File: src/rtl/adc_capture.sv
// Dual-channel 12-bit serial ADC capture with a shared sclk/cs_n and a periodic sample tick.
// Optional leading-zero frame check is built when ADC_FRAME_CHECK_EN is defined.
module adc_capture #(
    parameter int CLKDIV    = 4,
    parameter int SAMPLEDIV = 250
) (
    input  logic        clock,
    input  logic        reset,
    input  logic        enable,
    input  logic        miso1,
    input  logic        miso2,
    output logic        sclk,
    output logic        cs_n,
    output logic [11:0] rx1,
    output logic [11:0] rx2,
    output logic        endata,
    output logic        overrun,
    output logic        frameerr
);

    localparam int CW = $clog2(SAMPLEDIV);

    typedef enum logic [1:0] {
        IDLE,
        SETUP,
        SHIFT,
        HOLD
    } state_t;

    state_t        state;
    state_t        state_nx;
    logic [CW-1:0] cnt;
    logic [7:0]    div;
    logic [4:0]    half;
    logic [15:0]   sh1;
    logic [15:0]   sh2;
    logic          tick;
    logic          div_end;
    logic          done;
    logic          frame_ok;

    assign tick    = enable && (cnt == CW'(SAMPLEDIV - 1));
    assign div_end = (div == 8'(CLKDIV - 1));
    assign done    = (state == HOLD) && div_end;

    // sclk is low in even half-periods of SHIFT, so SHIFT opens with a falling edge
    assign cs_n = (state == IDLE);
    assign sclk = (state == SHIFT) ? half[0] : 1'b1;

`ifdef ADC_FRAME_CHECK_EN
    assign frame_ok = (sh1[15:12] == 4'd0) && (sh2[15:12] == 4'd0);

    always_ff @(posedge clock or negedge reset) begin
        if (!reset) begin
            frameerr <= 1'b0;
        end else begin
            frameerr <= (frameerr && enable) || (done && !frame_ok);
        end
    end
`else
    logic unused_lead;

    assign frame_ok    = 1'b1;
    assign frameerr    = 1'b0;
    assign unused_lead = ^{sh1[15:12], sh2[15:12]};
`endif

    always_comb begin
        state_nx = state;
        unique case (state)
            IDLE:  if (tick) state_nx = SETUP;
            SETUP: if (div_end) state_nx = SHIFT;
            SHIFT: if (div_end && half == 5'd31) state_nx = HOLD;
            HOLD:  if (div_end) state_nx = IDLE;
            default: state_nx = IDLE;
        endcase
    end

    always_ff @(posedge clock or negedge reset) begin
        if (!reset) begin
            state <= IDLE;
        end else begin
            state <= state_nx;
        end
    end

    always_ff @(posedge clock or negedge reset) begin
        if (!reset) begin
            cnt  <= '0;
            div  <= '0;
            half <= '0;
        end else begin
            if (!enable || cnt == CW'(SAMPLEDIV - 1)) begin
                cnt <= '0;
            end else begin
                cnt <= cnt + 1'b1;
            end
            if (state == IDLE || div_end) begin
                div <= '0;
            end else begin
                div <= div + 1'b1;
            end
            if (state != SHIFT) begin
                half <= '0;
            end else if (div_end) begin
                half <= half + 1'b1;
            end
        end
    end

    // Sample on the first cycle of each sclk-high half-period
    always_ff @(posedge clock or negedge reset) begin
        if (!reset) begin
            sh1 <= '0;
            sh2 <= '0;
        end else if (state == SHIFT && half[0] && div == 8'd0) begin
            sh1 <= {sh1[14:0], miso1};
            sh2 <= {sh2[14:0], miso2};
        end
    end

    always_ff @(posedge clock or negedge reset) begin
        if (!reset) begin
            rx1     <= '0;
            rx2     <= '0;
            endata  <= 1'b0;
            overrun <= 1'b0;
        end else begin
            endata  <= done && frame_ok;
            overrun <= enable && (overrun || (tick && state != IDLE));
            if (done && frame_ok) begin
                rx1 <= sh1[11:0];
                rx2 <= sh2[11:0];
            end
        end
    end

endmodule

File: config.mk
export PLATFORM = sky130hd
export DESIGN_NAME = adc_capture
export DESIGN_NICKNAME = d
export VERILOG_FILES = /design/src/rtl/adc_capture.sv
export SDC_FILE = /design/constraint.sdc
export NUM_CORES = 1
export LEC_CHECK = 0
export BUFFER_PORTS_ARGS = -buffer_cell sky130_fd_sc_hd__buf_2
export CORE_MARGIN = 1.5
export CORE_UTILIZATION = 52
export CTS_CLUSTER_SIZE = 40
export DETAILED_ROUTE_END_ITERATION = 7
export PLACE_DENSITY = 0.73
export SYNTH_ARGS = -nofsm -noshare
export SYNTH_HDL_FRONTEND = slang
export SYNTH_SLANG_ARGS = --single-unit
File: constraint.sdc
create_clock -name clock -period 2.55 [get_ports clock]
set_input_delay 0.3825 -clock clock [delete_from_list [all_inputs] [get_ports clock]]
set_output_delay 0.3825 -clock clock [all_outputs]
set_load 0.01 [all_outputs]
### Yosys cells after proc, flatten, opt, wreduce, memory -nomap -nowiden

Cells that the tools add are included.

* bits in registers: 73
* output and inout port bits: 29
* logic and storage cells: 50

* add/subtract/negate cells: 3
* equality and inequality tests: 11
* muxes and demuxes: 10
* reduce and logical (&&, ||, !) cells: 16

Operator list (number)
* 8-bit by 1-bit adder with 8-bit output (second input constant): 2
* 8-bit two-way mux: 2
* 5-bit two-way mux: 2
* 8-bit by 2-bit == test with 1-bit output (second input constant): 1
* 8-bit == test (second input constant): 1
* 8-bit logical NOT: 1
* 2-bit two-way mux: 4
* 2-bit != test (second input constant): 4
* 2-bit one-hot mux with 4 select lines: 1
* 1-bit logical AND: 7
* 5-bit by 1-bit adder with 5-bit output (second input constant): 1
* 5-bit == test (second input constant): 1
* 2-bit == test (second input constant): 2
* 4-bit AND reduction: 1
* 2-bit nonzero test: 2
* 1-bit logical OR: 3
* 2-bit by 1-bit == test with 1-bit output (second input constant): 1
* 2-bit logical NOT: 1
* 2-bit by 1-bit != test with 1-bit output (second input constant): 1
* 1-bit logical NOT: 1
* 1-bit two-way mux: 1

### Depth between registers and ports, before layout

Gate-level depths: netlist (run 1).

* depth after elaboration: 5
* depth in mapped cells: 7
* depth with buffers taken out: 6

### Worst setup path before layout (run 1)

No wires, ideal clock.

* path type: reg-to-reg
* from: register div[0]
* to: register state[1]
* setup time: 0.128 ns
* data arrival time: 1.782 ns
* setup slack: 0.640 ns
* cell stages (with the launch flop): 6
* clock period less this slack: 1.910 ns
* cell sequence: dfrtp_1 > ha_1 > nor3b_2 > nand3_1 > a221oi_2 > mux2_1

* word-level cells in the longest chain between the ends: 4
* elaborated cells on any way between the ends: 6

Ends and longest elaborated chain
* start: declaration: RTL line 33 `logic [7:0] div;`
* start signal: assignment: RTL line 101 `div <= div + 1'b1;`
* 8-bit by 2-bit == test with 1-bit output (*): RTL line 43 `assign div_end = (div == 8'(CLKDIV - 1));`
* 1-bit logical AND: RTL line 73 `SHIFT: if (div_end && half == 5'd31) state_nx = HOLD;`
* 2-bit != test (no source line)
* 4-bit AND reduction (no source line) (*)
* end signal: assignment: RTL line 83 `state <= state_nx;`
* end: declaration: RTL line 30 `state_t state;`

Mark *: on every way between the ends. The rest lies on a longest branch, timed or not.
A chain may end at the register's enable or synchronous reset.

### Worst setup path in the final report (run 1)

Ends and elaborated chain as after synthesis.

==> impl_metrics.json, run 1 <==
{
  "status": "completed",
  "r2r-end": "state[1]",
  "syn-mean-instance-area_sq_um": 13.7,
  "power_mw": 2.42,
  "cts_sinks": 73,
  "routedWlPerCell_um": 14.3,
  "pre_cts_ws_ps": 451,
  "fin_crit_sh_pct": 82.3,
  "clkSlewWorstSetupHoldPaths_ps": 80,
  "slew_viol_final": 0,
  "multi_input_comb_area_sq_um": 1200,
  "most-common-layout-cells": "dfrtp_1 (73), mux2_2 (47), buf_2 (32)",
  "criticalPathCategory": "reg2reg",
  "mostFrequentLayoutCell": "dfrtp_1",
  "cpPeakStageDelay_ps": 510,
  "use_met3_pct": 5.45,
  "dr_total_vias": 1776,
  "arrival_ps": 2340,
  "antenna_cells": 0,
  "crit_path_end_kind": "flop",
  "fin_skew_ps": 13.5,
  "drc": 0,
  "grt_setup_unrepaired": "no",
  "crit_fanout": 8,
  "synthesis.area_sq_um": 3120,
  "cts_tree": "done",
  "worst_pin_slew_ps": 613,
  "via_per_inst": 5.15,
  "cts_root_buf": "clkbuf_8",
  "htree_levels": 3,
  "cts_inserted_buffers": 9,
  "utilization_pct": 61.5,
  "endpoint": "state[1]",
  "slowest_stage": "nor3b_2",
  "post_cts_buffers": 0,
  "crit_chain": "ha_1 > nor3b_2 > nand3_1 > a221oi_2 > mux2_1",
  "start_kind": "flop",
  "grtUsageMet2_pct": 27.5,
  "grt_pass1_vias": 1779,
  "grt.total_usage_pct": 17.7,
  "routabilityCongestion": 0.772,
  "core_area_sq_um": 5850,
  "grt_pass1_wl_mm": 8.25,
  "busiest_layer": "met2",
  "layout.area.seq_sq_um": 1830,
  "dr.pass1.iters": 4,
  "start_util_pct": 53.3,
  "setup_violations": 0,
  "postSynthCellCount": 228,
  "routed_wl_mm": 4.92,
  "drive_above_1_share_pct": 37.0,
  "required_ps": 2790,
  "crit_start": "div[0]",
  "clk_latency_ps": 350,
  "place_inst": 329,
  "io_pins": 34,
  "ys_seq_elements": 73,
  "die-width_um": 80.5,
  "tns_ps": 0,
  "r2r_setup_slack_ps": 450,
  "layout.cells.non_filler": 345,
  "antenna_found_initial": 0,
  "num_rows": 28,
  "ys_seq_area_share_pct": 58.6,
  "synth_warnings": 0,
  "post-dp-hpwl_mm": 3.15,
  "fmax_mhz": 476,
  "grt_max_degree": 50,
  "ant_nets": 0,
  "cts_buffer_depth": 2,
  "timing_hold_violations_final": 0,
  "drtIter0Drc": 95,
  "worst_slack_ps": 450,
  "syn2layout_area_growth_pct": 15.3,
  "numPortBuffers": 32,
  "reg2reg_depth": 5,
  "ctsResizeCount": 0,
  "slew_headroom_pct": 58.8,
  "filler_cell_count": 465,
  "fin_crit_ps": 2100,
  "r2r_start": "div[0]",
  "leakage_nw": 1.87,
  "gr-total-overflow": 0,
  "met1_usage_pct": 22.1,
  "die_h_um": 80.5,
  "ir_drop_mv": 0.449,
  "dieArea_sq_um": 6470,
  "min_path_type": "in2async",
  "synth_cell_types": 28,
  "syn-num-nets": 244,
  "cts_hold_buf": 0,
  "cap_violations": 0,
  "fin_nets": 281,
  "p_per_area_nw_per_um2": 674
}
[layer usage]
| layer | share of wire, % | up-vias |
|---|---|---|
| met5 | 0 | - |
| met2 | 47 | 27 |
| met4 | 1.8 | 0 |
| met3 | 3.8 | 8 |
| li1 | - | 849 |
| met1 | 47 | 892 |
[area by class of cell]
cell class,instances,area share [%]
sequential,73,50.8
clock inverter,6,3.83
tap,75,2.61
inverter,7,0.730
timing repair buffer,33,5.01
clock buffer,10,3.55
multi-input combinational,141,33.5
[cell families (layout without fill, tap and decap cells)]
kind of cell | count (synthesis) | in the layout | share of synthesized area, %
and+or+nand+nor | 58 | 58 | 10.4
other | 1 | 1 | 0.120
DFF | 73 | 73 | 58.6
adders and majority gates | 11 | 11 | 4.41
AOI/OAI and AO/OA | 7 | 7 | 1.80
xor gates and xnor gates | 15 | 15 | 4.21
muxes | 49 | 49 | 17.7
buffers and inverters | 14 | 56 | 2.81
[per-stage QoR]
stage / hold WS, ps / area, sq um
finish: 35.6 / 3600
global route: 70.9 / 3600
CTS: 39.9 / 3600
detailed placement: 425 / 3330
global placement: 425 / 3330
floorplan: 86.9 / 3120
[synthesized netlist by cell type (all sizes together)]
| cell | number | area, sq um |
|---|---|---|
| a21oi | 2 | 10.0 |
| conb | 1 | 3.75 |
| buf | 6 | 57.6 |
| a221oi | 1 | 15.0 |
| a2bb2oi | 1 | 8.76 |
| inv | 7 | 26.3 |
| xor2 | 8 | 70.1 |
| mux2 | 49 | 552 |
| nor4 | 1 | 21.3 |
| xnor2 | 7 | 61.3 |
| nor3 | 1 | 5.00 |
| and3 | 6 | 37.5 |
| a21boi | 2 | 15.0 |
| clkbuf | 1 | 3.75 |
| and4b | 1 | 10.0 |
| nor3b | 1 | 12.5 |
| nor2 | 20 | 75.1 |
| nand2b | 2 | 12.5 |
| and2 | 3 | 18.8 |
| nand3 | 16 | 105 |
| dfrtp | 73 | 1830 |
| nand2 | 7 | 26.3 |
| o21a | 1 | 7.51 |
| ha | 11 | 138 |
[flip-flops by register name (all words and copies together), names as in the netlist]
register  cells
cnt           8
state         2
sh2          12
overrun       1
sh1          12
rx2          12
half          5
rx1          12
div           8
endata        1
[critical path, delay by kind of cell (launching register included)]
family	cells	cell delay, ps
simple gates	2	680
flops	1	430
fa+ha+maj	1	250
mux	1	350
compound gates	1	300
[power breakdown]
group | total [mW] | internal [mW] | switching (mW)
combinational | 0.0496 | 0.0177 | 0.0319
clock | 1.19 | 0.754 | 0.436
sequential | 1.18 | 1.17 | 0.0116
total | 2.42 | 1.94 | 0.480
[worst min-delay path by stage]
stage | from | end | slack, ps
after floorplan | reset | cnt[0] | 90
after global placement | reset | half[0] | 420
after detailed placement | reset | half[2] | 420
after CTS | reset | half[3] | 40
after global routing | reset | half[3] | 70
final | reset | half[3] | 40
No activity file was read; power rests on OpenSTA's default activity.
==> run 2, diff against run 1 <==
Clock period 2.55 ns to 2.11 ns, I/O delays scaled along.
==> impl_metrics.json, run 2 (synthesis results as in run 1) <==
{
  "status": "completed",
  "arrival_ps": 2150,
  "pre_cts_ws_ps": 130,
  "ant_nets": 0,
  "worst_slack_ps": 176,
  "p_per_area_nw_per_um2": 792,
  "cts_tree": "done",
  "routedWlPerCell_um": 13.6,
  "utilization_pct": 62.0,
  "io_pins": 34,
  "ir_drop_mv": 0.526,
  "gr-total-overflow": 0,
  "start_util_pct": 53.3,
  "start_kind": "flop",
  "timing_hold_violations_final": 0,
  "fin_crit_ps": 1930,
  "grt_max_degree": 74,
  "setup_violations": 0,
  "drive_above_1_share_pct": 37.4,
  "post-dp-hpwl_mm": 3.18,
  "routed_wl_mm": 4.73,
  "slew_viol_final": 0,
  "clkSlewWorstSetupHoldPaths_ps": 80,
  "fin_crit_sh_pct": 91.7,
  "crit_path_end_kind": "flop",
  "most-common-layout-cells": "dfrtp_1 (73), mux2_2 (47), buf_2 (32)",
  "fin_skew_ps": 10.3,
  "num_rows": 28,
  "core_area_sq_um": 5850,
  "clk_latency_ps": 340,
  "required_ps": 2330,
  "leakage_nw": 1.88,
  "cts_root_buf": "clkbuf_8",
  "grt_pass1_vias": 1762,
  "cts_buffer_depth": 2,
  "cap_violations": 0,
  "fmax_mhz": 517,
  "mostFrequentLayoutCell": "dfrtp_1",
  "power_mw": 2.87,
  "via_per_inst": 5.12,
  "min_path_type": "in2reg",
  "filler_cell_count": 477,
  "fin_nets": 285,
  "tns_ps": 0,
  "dr_total_vias": 1783,
  "syn2layout_area_growth_pct": 16.3,
  "drtIter0Drc": 48,
  "antenna_found_initial": 0,
  "dr.pass1.iters": 4,
  "grt.total_usage_pct": 17.0,
  "crit_fanout": 6,
  "routabilityCongestion": 0.731,
  "htree_levels": 3,
  "cts_sinks": 73,
  "grt_pass1_wl_mm": 8.11,
  "grt_setup_unrepaired": "no",
  "cts_inserted_buffers": 9,
  "antenna_cells": 0,
  "post_cts_buffers": 0,
  "criticalPathCategory": "reg2reg",
  "drc": 0,
  "numPortBuffers": 32,
  "die-width_um": 80.5,
  "die_h_um": 80.5,
  "dieArea_sq_um": 6470
}
[run 2: cell type report]
type | count | area (sq um) | share of cell area [%]
multi-input combinational | 141 | 1210 | 33.4
clock inverter | 5 | 129 | 3.55
sequential | 73 | 1830 | 50.4
tap | 75 | 93.8 | 2.59
clock buffer | 10 | 128 | 3.52
inverter | 7 | 26.3 | 0.724
timing repair buffer | 37 | 213 | 5.86
[run 2: path summary, 6_finish.rpt]
kind	startpoint	to	slack (ps)	cells past startpoint
worst max-delay path	div[0]	state[1]	180	5
worst min-delay path	miso1	sh1[0]	220	2
worst max register to register	div[0]	state[1]	180	5
worst min register to register	cnt[0]	cnt[0]	480	1
max in group asynchronous	reset	div[5]	1250	3
min in group asynchronous	reset	half[0]	530	3
[run 2: what timing repair did]
action | in CTS | in global routing
setup endpoints to repair | 0 | 8
endpoints found under the hold margin | 7 | 0
hold buffers | 1 | 0
resized for setup | 0 | 1
[run 2: stage by stage]
step	area [sq um]	instances	hold slack, ps
4_1_cts	3620	348	205
3_5_place_dp	3350	332	376
2_1_floorplan	3120	228	20.9
6_report	3630	348	218
5_1_grt	3630	348	198
3_3_place_gp	3350	332	378
[run 2: per-layer routing]
| metal | wire [um] | GRT usage (%) |
|---|---|---|
| met1 | 2230 | 21.4 |
| met2 | 2270 | 26.8 |
| met3 | 169 | 5.91 |
| met5 | 0 | 0 |
| met4 | 56 | 6.72 |
[run 2: report_power, final]
group / switching, mW / total, mW / internal [mW]
clock: 0.479 / 1.38 / 0.901
combinational: 0.0383 / 0.0610 / 0.0227
sequential: 0.0140 / 1.43 / 1.42
[run 2: worst max-delay path: stages, from the launching register on]
cell      delay (ps)
dfrtp_1          430
ha_1             270
nor3b_4          330
nand3_1          150
a221oi_2         290
mux2_1           350
